===== src/rtl/circuit4_sched.sv =====
// rtl/circuit4_sched.sv - multi-cycle scheduled circuit_4 controller with one shared add/sub ALU
// Optional feature macro: CIRCUIT4_DUAL_ALU_EN (second adder, ADD_E state removed, latency 4)
module circuit4_sched #(
  parameter int DW = 64
) (
  input  logic            clk,
  input  logic            rst_n,
  input  logic            start,
  input  logic [DW-1:0]   a,
  input  logic [DW-1:0]   b,
  input  logic [DW-1:0]   c,
  output logic            busy,
  output logic            done,
  output logic [DW/2-1:0] z,
  output logic [DW/2-1:0] x
);

`ifdef CIRCUIT4_DUAL_ALU_EN
  typedef enum logic [2:0] {IDLE, ADD_D, SUB_F, SEL, OUT} state_t;
`else
  typedef enum logic [2:0] {IDLE, ADD_D, ADD_E, SUB_F, SEL, OUT} state_t;
`endif

  state_t state, state_n;

  logic [DW-1:0] ra, rb, rc, rd, re, rf, rg, rh;
  logic          rlt, req;

  logic [DW-1:0] alu_b, alu_y;
  logic          alu_sub;
  logic [DW-1:0] g_sel, x_full, z_full;

  // State register
  always_ff @(posedge clk or negedge rst_n) begin
    if (!rst_n) state <= IDLE;
    else        state <= state_n;
  end

  // Next-state sequencing; start is only honoured in IDLE
  always_comb begin
    state_n = state;
    case (state)
      IDLE:  if (start) state_n = ADD_D;
`ifdef CIRCUIT4_DUAL_ALU_EN
      ADD_D: state_n = SUB_F;
`else
      ADD_D: state_n = ADD_E;
      ADD_E: state_n = SUB_F;
`endif
      SUB_F: state_n = SEL;
      SEL:   state_n = OUT;
      OUT:   state_n = IDLE;
      default: state_n = IDLE;
    endcase
  end

  assign busy = (state != IDLE);

  // Shared ALU operand/mode decode from the current state
  always_comb begin
    alu_b   = rb;
    alu_sub = 1'b0;
    case (state)
`ifndef CIRCUIT4_DUAL_ALU_EN
      ADD_E: alu_b = rc;
`endif
      SUB_F: alu_sub = 1'b1;
      default: ;
    endcase
  end

  assign alu_y  = alu_sub ? (ra - alu_b) : (ra + alu_b);
  assign g_sel  = rlt ? re : rd;
  assign x_full = rh << rlt;
  assign z_full = rg >> req;

`ifdef CIRCUIT4_DUAL_ALU_EN
  logic [DW-1:0] add2_y;
  assign add2_y = ra + rc;
`endif

  // Datapath registers and registered outputs, loaded per scheduled step
  always_ff @(posedge clk or negedge rst_n) begin
    if (!rst_n) begin
      ra <= '0; rb <= '0; rc <= '0;
      rd <= '0; re <= '0; rf <= '0;
      rg <= '0; rh <= '0;
      rlt <= 1'b0; req <= 1'b0;
      z <= '0; x <= '0;
      done <= 1'b0;
    end else begin
      done <= (state == OUT);
      case (state)
        IDLE: begin
          if (start) begin
            ra <= a; rb <= b; rc <= c;
          end
        end
        ADD_D: begin
          rd <= alu_y;
`ifdef CIRCUIT4_DUAL_ALU_EN
          re <= add2_y;
`endif
        end
`ifndef CIRCUIT4_DUAL_ALU_EN
        ADD_E: re <= alu_y;
`endif
        SUB_F: begin
          rf  <= alu_y;
          rlt <= (rd < re);
          req <= (rd == re);
        end
        SEL: begin
          rg <= g_sel;
          rh <= req ? rf : g_sel;
        end
        OUT: begin
          x <= x_full[DW/2-1:0];
          z <= z_full[DW/2-1:0];
        end
        default: ;
      endcase
    end
  end

endmodule


===== config.mk =====
export PLATFORM = sky130hd
export DESIGN_NAME = circuit4_sched
export DESIGN_NICKNAME = d
export VERILOG_FILES = /design/src/rtl/circuit4_sched.sv
export SDC_FILE = /design/constraint.sdc
export NUM_CORES = 1
export LEC_CHECK = 0
export ABC_AREA = 1
export CORE_ASPECT_RATIO = 1.1
export CORE_MARGIN = 2
export CORE_UTILIZATION = 23
export CTS_CLUSTER_SIZE = 10
export DETAILED_ROUTE_END_ITERATION = 10
export PLACE_DENSITY = 0.51
export SLEW_MARGIN = 5
export SYNTH_ARGS = -nofsm -noshare
export SYNTH_HDL_FRONTEND = slang
export SYNTH_SLANG_ARGS = --single-unit

===== constraint.sdc =====
create_clock -name clk -period 3.4 [get_ports clk]
set_input_delay 0.68 -clock clk [delete_from_list [all_inputs] [get_ports clk]]
set_output_delay 0.68 -clock clk [all_outputs]
set_load 0.01 [all_outputs]

==> metrics.md <==
| Metric | Value |
|---|---|
| Die Area | 0.1262 mm^2 |
| Total grt overflow | 0 |
| RSZ-0062 raised after global routing | true |
| Nets | 4929 |
| Failing checks | negative setup slack |
| Clock tree from TritonCTS | yes |
| Seq/Total Area, Yosys | 42.93% |
| CTS buffer count | 59 |
| Worst reg2reg path depth | 28 |
| H-tree levels | 2 |
| Yosys warnings | 0 |
| Worst setup margin | -0.8409 ns |
| Synth top area cells | dfrtp_1 43%, nand2_1 12%, inv_1 5.9% |
| Crit path launch type | flip-flop |
| Hold violation count in the final report | 0 |
| Async SR Flop Fraction | 100.0% |
| Global-route wire length before repair | 165200 um |
| TritonRoute pass-1 iters | 7 |
| Antenna-violating nets left | 0 |
| Final GP Congestion | 0.9265 |
| Worst R2R End | re[40] |
| Area share of the largest cell type after synthesis | 42.93% |
| WP depth | 28 |
| Core area | 0.1228 mm^2 |
| Status | finished, violations left |
| Top_reg_cell synth | dfrtp_1 |
| Avg WL per Cell | 17.53 um |
| Vias in the first global route | 27490 |
| Die Span X | 339.0 um |
| Min-Delay Path Class | reg2reg |
| All-Layer GR Usage | 16.88% |
| WP buf/inv | 9 |
| Max-Cap Viols | 0 |
| Clock root cell | clkbuf_16 |
| CP Class | reg2reg |
| Min Hold Slack | 0.4719 ns |
| Fillcell total | 12648 |
| Post-DP HPWL | 82620 um |
| DR DRC count | 0 |
| Cell mode on critical path | nand3_2 |
| FP Rows | 135 |
| Worst skew pair latency | 0.69 ns |
| Critical Path Sink | re[40] |
| Total wire length | 110100 um |
| Initial DRC count | 1708 |
| Boundary Pins | 261 |
| CTS max path bufs | 3 |
| Fraction of layout cells with a size suffix above 1 | 35.42% |
| Pin count of the biggest net entering global routing | 130 |
| CP delay by family, top | simple AND/OR/NAND/NOR gates |
| Syn nets | 4016 |
| Crit-path max FO | 5 |
| Initial antenna violation count | 0 |
| Worst path slowest cell | dfrtp_1 |
| Synth-to-Final Area Change | 56.10% |
| Final setup vio count | 135 |
| TNS Setup | -72.49 ns |
| CTS Sinks | 487 |
| Die H | 372.5 um |
| Clk pin slew, worst setup/hold paths | 0.06 ns |
| Synth area leader | dfrtp_1 |
| Syn Std Cell Area | 0.02839 mm^2 |
| CP peak stage delay | 0.42 ns |
| Critical Path RT | 3.95 ns |
| Pin slew with the least headroom to its limit | 1.031 ns |
| Slew Viols, Final | 0 |
| Fin Clk Skew | 0.06840 ns |
| Final period utilization | 124.7% |
| PortBufs | 260 |
| Reg2reg setup slack | -0.84 ns |
| Worst rel slew slack | 30.83% |
| Post-synthesis average cell area | 7.686 um^2 |
| Yosys cell types | 48 |
| Post-Place Worst Slack | -1.403 ns |
| Vias post-DR | 27821 |
| Yosys reg bits | 487 |
| Fmax | 235.8 MHz |
| Post-synth EDFFs | 0 |
| Min Tclk post-route | 4.241 ns |
| CP startpoint | state[1] |
| Worst Path Arrival | 4.79 ns |
| Synth Instances | 3693 |
| Vias/cell | 4.432 |
| Initial Utilization | 23.12% |
| Worst Setup End Kind | flip-flop |
| Reg2Reg Launch Point | state[1] |
logic make-up (layout without fill, tap and decap cells):
group           after synthesis  in the layout  share of synthesized area [%]
xor+xnor                     82             82                          2.530
buf+inv                     601           1541                          8.348
mux                          78             78                          3.094
simple gates               1572           1572                          22.97
flops                       487            487                          42.93
compound gates              745            745                          14.46
fa+ha+maj                   128            128                          5.668
other cells                   0              1                              0
area by class of cell:
| class | count | area [um^2] | area share, % |
|---|---|---|---|
| Timing Repair Buffer | 999 | 8942 | 20.18 |
| Antenna cell | 1 | 2.502 | 0.005647 |
| Tap cell | 1644 | 2057 | 4.642 |
| Sequential cell | 487 | 12190 | 27.51 |
| Clock buffer | 77 | 1564 | 3.530 |
| Clock inverter | 11 | 190.2 | 0.4292 |
| Inverter | 454 | 1732 | 3.908 |
| Multi-Input combinational cell | 2605 | 17630 | 39.79 |
worst reg2reg max path, delay by kind of cell (launching register included):
| family | cells | cell delay, ns |
|---|---|---|
| AND/OR/NAND/NOR | 15 | 1.86 |
| buffers and inverters | 9 | 1.10 |
| flip-flops | 1 | 0.42 |
| XOR/XNOR | 2 | 0.35 |
| adder cells (fa/ha/maj) | 1 | 0.31 |
| AO/OA/AOI/OAI | 1 | 0.10 |
metal layers:
metal  track usage (%)  wire length [um]  up-vias
li1                  -                 -    13808
met1             22.89             50870    13289
met2             28.66             51990      570
met3             1.786              3878      154
met4             4.299              3337        0
met5                 0                 0        -
registers in the layout, summed over array words and instances, names as in the netlist:
register / count
re: 64
rb: 64
rd: 64
rlt: 1
state: 3
ra: 64
x: 32
z: 32
done: 1
rc: 64
rg: 33
rh: 32
rf: 32
req: 1
synth_stat cells (all sizes together) (6+ instances only):
cell type  number
or2            11
o21bai         13
a21o            8
o211ai         14
ha            127
nand4          31
xnor2          33
a21oi         280
nor4            9
a31oi          15
inv           453
nand3         209
dfrtp         487
nand2         919
o21a           74
o22ai          19
clkbuf        109
nand3b          6
nor3           33
mux2           78
o21ai         311
buf            38
nor2          349
xor2           49
through the flow:
| step | instance area [um^2] | utilization, % | std cells |
|---|---|---|---|
| final | 44310 | 36.08 | 6278 |
| after global routing | 44310 | 36.08 | 6277 |
| after CTS | 40930 | 33.33 | 6215 |
| after detailed placement | 37490 | 30.53 | 6085 |
| after global placement | 37490 | 30.53 | 6085 |
| after floorplan | 28410 | - | 3693 |
worst min-delay path by stage:
stage | end | start | depth (start not counted)
final | re[38] | re[38] | 2
after global routing | rd[35] | rd[35] | 2
after CTS | re[41] | re[41] | 2
after detailed placement | re[35] | re[35] | 2
after global placement | rf[2] | rf[2] | 2
after floorplan | done | rst_n | 0
what timing repair did:
item | 4_1_cts | 5_1_grt
hold buffers | 1 | 0
buffers inserted | 34 | 63
resized for setup | 339 | 736
pin swaps | 95 | 250
hold endpoints to repair | 38 | 0
cloned | 7 | 3
setup endpoints to repair | 142 | 151
cell usage in the layout (no fill, tap or decap), types with 19 or more instances in the layout:
cell type,count
nand2_1,734
buf_4,635
dfrtp_1,484
inv_1,382
clkdlybuf4s50_1,259
nor2_1,215
o21ai_0,201
a21oi_1,192
nand3_1,143
nand2_2,125
ha_1,92
mux2_2,78
o21a_1,73
nor2_4,67
nor2_2,67
buf_6,65
clkbuf_16,62
a21oi_2,61
inv_2,59
nand2_4,59
nand3_2,55
o21ai_2,50
o21ai_1,49
nand4_1,31
ha_4,31
buf_12,28
a21oi_4,27
xor2_2,24
xor2_1,20
o22ai_1,19
Power is left out: the tool's default activity adds up to more than one toggle a clock period on the data nets, which glitch-free logic cannot reach.
